File: src/rtl/prbs_ber_ctrl.sv
// PRBS9 bit-error-rate controller: self-syncs to the incoming stream, then
// measures errors against a free-running local reference over a bit window.
module prbs_ber_ctrl #(
  parameter int CNT_W        = 32,
  parameter int SYNC_LEN     = 16,
  parameter int SYNC_TIMEOUT = 1024
) (
  input  logic             clk,
  input  logic             rst,
  input  logic             start,
  input  logic [CNT_W-1:0] window,
  input  logic             rx_bit,
  input  logic             rx_valid,
  output logic             tx_en,
  output logic             busy,
  output logic             locked,
  output logic             done,
  output logic             sync_fail,
  output logic [CNT_W-1:0] bit_count,
  output logic [CNT_W-1:0] err_count
);

  typedef enum logic [2:0] {S_IDLE, S_FILL, S_SYNC, S_MEAS, S_DONE} state_t;

  state_t           state, state_nx;
  logic [8:0]       hist, lfsr;
  logic [CNT_W-1:0] win;
  logic [7:0]       match_cnt;
  logic [15:0]      to_cnt;
  logic [3:0]       fill_cnt;

  logic             pred, lpred, sync_match, lock_hit, to_hit, meas_end, accept;
  logic [7:0]       match_inc;
  logic [15:0]      to_inc;
  logic [CNT_W-1:0] bit_inc;

  assign pred       = hist[8] ^ hist[4];
  assign lpred      = lfsr[8] ^ lfsr[4];
  // an all-zero history never counts as a match, so a dead line cannot lock
  assign sync_match = (rx_bit == pred) && (hist != 9'd0);
  assign match_inc  = match_cnt + 8'd1;
  assign to_inc     = to_cnt + 16'd1;
  assign bit_inc    = bit_count + 1'b1;
  assign lock_hit   = sync_match && (match_inc == 8'(SYNC_LEN));
  assign to_hit     = (to_inc == 16'(SYNC_TIMEOUT));
  assign meas_end   = (bit_inc == win);
  assign accept     = start && (window != '0) && (state == S_IDLE || state == S_DONE);

  always_ff @(posedge clk or negedge rst) begin
    if (!rst) state <= S_IDLE;
    else      state <= state_nx;
  end

  always_comb begin
    state_nx = state;
    case (state)
      S_IDLE, S_DONE: if (accept) state_nx = S_FILL;
      S_FILL: if (rx_valid && fill_cnt == 4'd8) state_nx = S_SYNC;
      S_SYNC: if (rx_valid) begin
        if (lock_hit)    state_nx = S_MEAS;
        else if (to_hit) state_nx = S_DONE;
      end
      S_MEAS: if (rx_valid && meas_end) state_nx = S_DONE;
      default: state_nx = S_IDLE;
    endcase
  end

  always_ff @(posedge clk or negedge rst) begin
    if (!rst) begin
      hist      <= '0;
      lfsr      <= '0;
      win       <= '0;
      match_cnt <= '0;
      to_cnt    <= '0;
      fill_cnt  <= '0;
      bit_count <= '0;
      err_count <= '0;
      sync_fail <= 1'b0;
    end else begin
      case (state)
        S_IDLE, S_DONE: if (accept) begin
          win       <= window;
          bit_count <= '0;
          err_count <= '0;
          sync_fail <= 1'b0;
          match_cnt <= '0;
          to_cnt    <= '0;
          fill_cnt  <= '0;
        end
        S_FILL: if (rx_valid) begin
          hist     <= {hist[7:0], rx_bit};
          fill_cnt <= fill_cnt + 4'd1;
        end
        S_SYNC: if (rx_valid) begin
          hist      <= {hist[7:0], rx_bit};
          match_cnt <= sync_match ? match_inc : 8'd0;
          to_cnt    <= to_inc;
          if (lock_hit)    lfsr      <= {hist[7:0], rx_bit};
          else if (to_hit) sync_fail <= 1'b1;
        end
        S_MEAS: if (rx_valid) begin
          lfsr      <= {lfsr[7:0], lpred};
          bit_count <= bit_inc;
          if (rx_bit != lpred && err_count != '1) err_count <= err_count + 1'b1;
        end
        default: ;
      endcase
    end
  end

  // status flags are registered from the next state so they track it with no input path
  always_ff @(posedge clk or negedge rst) begin
    if (!rst) begin
      busy   <= 1'b0;
      tx_en  <= 1'b0;
      locked <= 1'b0;
      done   <= 1'b0;
    end else begin
      busy   <= (state_nx == S_FILL) || (state_nx == S_SYNC) || (state_nx == S_MEAS);
      tx_en  <= (state_nx == S_FILL) || (state_nx == S_SYNC) || (state_nx == S_MEAS);
      locked <= (state_nx == S_MEAS);
      done   <= (state_nx == S_DONE);
    end
  end

endmodule
File: config.mk
export PLATFORM = sky130hd
export DESIGN_NAME = prbs_ber_ctrl
export DESIGN_NICKNAME = d
export VERILOG_FILES = /design/src/rtl/prbs_ber_ctrl.sv
export SDC_FILE = /design/constraint.sdc
export NUM_CORES = 1
export LEC_CHECK = 0
export ABC_AREA = 1
export CAP_MARGIN = 20
export CORE_ASPECT_RATIO = 1.2
export CORE_MARGIN = 2
export CORE_UTILIZATION = 35
export CTS_CLUSTER_SIZE = 10
export DETAILED_ROUTE_END_ITERATION = 7
export PLACE_DENSITY_LB_ADDON = 0.1
export SYNTH_ARGS = -nofsm -noshare
export SYNTH_HDL_FRONTEND = slang
export SYNTH_SLANG_ARGS = --single-unit
File: constraint.sdc
create_clock -name clk -period 3.9 [get_ports clk]
set_input_delay 0.78 -clock clk [delete_from_list [all_inputs] [get_ports clk]]
set_output_delay 0.78 -clock clk [all_outputs]
set_load 0.02 [all_outputs]
=== Word level (Yosys, flattened, before mapping) ===
Cells that the tools add are included.

* Output and inout port bits: 69
* Flip-flop bits (word level): 149

* Eq/ne operators: 23
* Mux-type cells: 32
* Bitwise operators: 2
* Reduce and logical (&&, ||, !) cells: 27
* Add/subtract/negate cells: 5

{| class="wikitable"
|+ Operator list
! cell !! count
|-
| $mux W32 || 4
|-
| $pmux W32 S2 || 2
|-
| $add A32 B1 Y32 const B || 2
|-
| $eq A32 B32 Y1 || 1
|-
| $mux W16 || 2
|-
| $ne A32 B32 Y1 const B || 1
|-
| $pmux W16 S2 || 1
|-
| $reduce_bool A32 Y1 || 1
|-
| $mux W9 || 3
|-
| $mux W8 || 3
|-
| $mux W3 || 6
|-
| $pmux W9 S2 || 1
|-
| $add A16 B1 Y16 const B || 1
|-
| $eq A16 B11 Y1 const B || 1
|-
| $ne A2 B2 Y1 const B || 8
|-
| $pmux W8 S2 || 1
|-
| $eq A3 B2 Y1 const B || 4
|-
| $pmux W3 S4 || 1
|-
| $reduce_and A3 Y1 || 3
|-
| $reduce_bool A9 Y1 || 1
|-
| $add A8 B1 Y8 const B || 1
|-
| $eq A8 B5 Y1 const B || 1
|-
| $mux W4 || 2
|-
| $pmux W4 S2 || 1
|-
| other kinds (17) || 37
|}

=== Logic depth before layout (Yosys ltp) ===
* Depth in word-level cells: 10
* Depth in mapped cells: 16
* Depth with buffers taken out: 16

=== Worst setup path after synthesis ===
OpenSTA, ideal clock, no wires.

* Kind: input port to flip-flop
* Start: in window[25]
* End: reg bit_count[10]
* Path buffers: 2
* Stages on the path: 11
* Slack: 1,624 ps
* Setup time: 130 ps
* Required time: 3,770 ps
* Arrival time: 2,146 ps
* Cells stage by stage: nor4_1 > nand4_1 > or2_1 > nand2_1 > nand2_1 > nand3_2 > nand2_1 > buf_2 > buf_2 > nand2_1 > o21ai_0

* Longest elaborated chain between the ends: 5

{| class="wikitable"
|+ RTL lines
! element !! RTL line !! RTL
|-
| start: declaration || 11 || <nowiki>input logic [CNT_W-1:0] window,</nowiki>
|-
| $reduce_bool A32 Y1 || 47 || <nowiki>assign accept = start && (window != '0) && (state == S_IDLE || state == S_DONE);</nowiki>
|-
| $logic_and A1 B1 Y1 (2 in a row) || 47 ||
|-
| $ne A2 B2 Y1 (no source line) || n/a ||
|-
| $reduce_and A3 Y1 (no source line) || n/a ||
|-
| end signal: assignment || 103 || <nowiki>bit_count <= bit_inc;</nowiki>
|-
| end: declaration || 19 || <nowiki>output logic [CNT_W-1:0] bit_count,</nowiki>
|}

No other way between the ends.
A chain may end at the register's enable or synchronous reset.

=== Worst setup path after layout ===
* Start: in window[1]
* End: reg match_cnt[6]

* Longest elaborated chain between the ends: 5

{| class="wikitable"
|+ RTL lines
! element !! RTL line !! RTL
|-
| $reduce_bool A32 Y1 || 47 ||
|-
| $logic_and A1 B1 Y1 (2 in a row) || 47 ||
|-
| $ne A2 B2 Y1 (no source line) || n/a ||
|-
| $reduce_and A3 Y1 (no source line) || n/a ||
|-
| end signal: assignment || 96 || <nowiki>match_cnt <= sync_match ? match_inc : 8'd0;</nowiki>
|-
| end: declaration || 28 || <nowiki>logic [7:0] match_cnt;</nowiki>
|}

No other way between the ends.

==> summary.md <==
| Metric | Value |
|---|---|
| RSZ-0062 raised after global routing | no |
| Ranking of synthesized cells by area | dfrtp_1, nand2_1, nand3_1, o21ai_0, inv_1 |
| Root buffer cell | clkbuf_16 |
| CP startpoint | window[1] |
| DIE HEIGHT | 182 um |
| Max Clock Freq | 314 MHz |
| Final GP Congestion | 0.858 |
| DRT Pass-1 Iters | 5 |
| Hold crit path type | in -> async |
| Synth Instances | 1334 |
| Clk_lat worst skew | 430 ps |
| CTS tree | yes |
| Synth Register Bits | 149 |
| Die W | 153 um |
| Syn Std Cell Area | 9280 um2 |
| Reg2reg start | err_count[0] |
| Vias/cell | 4.97 |
| Setup crit end | match_cnt[6] |
| Post-synth top area cell | dfrtp_1 |
| Outcome | completed |
| Postcts setup bufs | 0 |
| Num rows | 65 |
| Layout area overhead | 21.4% |
| Final Max Slew Viols | 0 |
| First-pass GRT wire length | 44900 um |
| CTS Buf Count | 17 |
| CP max FO | 27 |
| Worst Path Required | 4240 ps |
| Slew @ Worst Pin | 701 ps |
| Post-CTS sizing | 0 |
| Commonest non-fill, non-tap cell in the layout | nand2_1 |
| R2R depth | 9 |
| H-tree depth reported by CTS | 4 |
| CP startpoint kind | input pin |
| Setup-failing EPs final | 0 |
| Utilization after layout | 43.0% |
| Fraction of layout cells with a size suffix above 1 | 7.06% |
| Standby leakage power | 4.87 nW |
| Number of global-route vias before repair | 8560 |
| Nets | 1476 |
| Post-Route WL | 27600 um |
| Post-Syn Nets | 1378 |
| Crit path kind | in -> reg |
| Main synth FF type | dfrtp_1 |
| Fillcell total | 2765 |
| Post-synth EDFFs | 0 |
| Post-route minimum period | 3180 ps |
| Initial antenna violation count | 0 |
| Syn. warnings | 0 |
| Async set-reset flop share out of synthesis | 100% |
| Multi-input logic area | 4830 um2 |
| Via count | 8844 |
| Top Ports | 106 |
| Final count of hold timing violations | 0 |
| Reg2reg setup slack | 1240 ps |
| GRT Util Overall | 20.1% |
| Synth top area share | 40.2% |
| Post-DR wirelength/cell | 15.5 um |
| Sequential fraction of the synthesis area | 40.2% |
| Sink Count | 149 |
| Clock Skew | 12.4 ps |
| Largest net degree at the start of global routing | 113 |
| N_diodes | 0 |
| I/O Buffers | 105 |
| Total global routing overflow | 0 |
| Power Dens Cells | 464 nW/um2 |
| DRC | 0 |
| Commonest non-fill, non-tap cells in the layout | nand2_1, dfrtp_1, inv_1 |
| Detailed placement HPWL | 20100 um |
| Slew margin rel. | 52.9% |
| Antenna Nets Post-Route | 0 |
| Crit path DAT | 3530 ps |
| Hold-fix buffers, CTS | 0 |
| Library cells used by synthesis | 38 |
| Crit. End Element | flop |
| Final worst path period share | 81.6% |
| Setup TNS | 0 ps |
| Core ar. | 26200 um2 |
| Initial core utilization | 35.4% |
| Iter 0 DRT Violations | 489 |
| Reg2reg end | err_count[14] |
| Die area | 27800 um2 |
| Worst-path clk slew | 60 ps |
| Register Area | 3730 um2 |
| Max-cap violation count | 0 |
| Clock Tree Buf Depth | 2 |
| Post-Syn Area per Cell | 6.96 um2 |
| Max IR drop VDD | 0.359 mV |
-- cell type report --
cell class	instances	area share [%]
multi-input cells	1006	42.9
flip-flops and latches	149	33.1
repair buffers	115	10.2
inverters	143	4.76
clock buffers	19	4.02
well taps	335	3.72
clock inverters	13	1.30
-- worst min path at each step --
stage / to / slack, ps
global route: to_cnt[8] / 280
floorplan: lfsr[0] / 450
CTS: to_cnt[8] / 250
detailed placement: hist[8] / 470
finish: to_cnt[8] / 250
global placement: hist[8] / 460
-- cell families after synthesis --
family | after synthesis | synth area share, %
buf+inv | 179 | 7.79
simple gates | 803 | 38.6
compound gates | 160 | 8.79
xor+xnor | 36 | 3.69
flops | 149 | 40.2
fa+ha+maj | 7 | 0.944
-- metrics by stage --
stage                     setup WS, ps  std cells  area, um2  power (mW)  hold WS [ps]
final                              717       1780      11300        5.23           253
after floorplan                   1620       1334       9280        3.11           448
after CTS                          771       1780      11300        5.30           253
after global placement             347       1748      10700        3.55           464
after detailed placement           325       1748      10700        3.57           471
after global routing               617       1780      11300        5.61           277
-- layer usage --
| metal | wire length [um] | up-vias | global-route usage [%] | share of wire [%] |
|---|---|---|---|---|
| met2 | 13700 | 166 | 35.2 | 50 |
| met4 | 545 | 0 | 6.26 | 2.0 |
| met5 | 0 | - | 0 | 0 |
| li1 | - | 4505 | - | - |
| met1 | 12500 | 4139 | 25.7 | 45 |
| met3 | 808 | 34 | 2.87 | 2.9 |
-- registers in the layout, indices dropped and copies added (netlist names), 3 cells and up --
register	cells
bit_count	32
err_count	32
win	32
to_cnt	16
hist	9
lfsr	9
match_cnt	8
fill_cnt	4
state	3
-- worst max-delay path, stage by stage --
cell             delay, ps
clkdlybuf4s50_1        420
nor4_1                 640
nand4_1                280
or2_1                  330
nand3_1                230
nand2_2                350
inv_1                  310
nand2_1                 80
o21ai_0                 90
-- synth_stat cells (4+ instances only) --
library cell and instances:
nor2_4 6, inv_2 5, nor4_1 16, clkbuf_1 18, nand2_2 6, inv_1 138
nand3_2 7, nor3_1 21, a21oi_1 17, xor2_1 31, nand4_1 24, ha_1 7
nand3b_1 10, nand2_1 437, dfrtp_1 149, nor2_1 113, nand3_1 126, buf_2 9
o22ai_1 7, o21ai_1 11, o21ai_0 123, nor2_2 9, buf_6 4, or2_2 18
-- power breakdown --
part	internal, mW	switching [mW]
Sequential	1.85	0.203
Clock	0.984	0.719
Combinational	0.481	0.997
Total	3.31	1.92
Note: power is estimated with default switching activity, not from simulation.
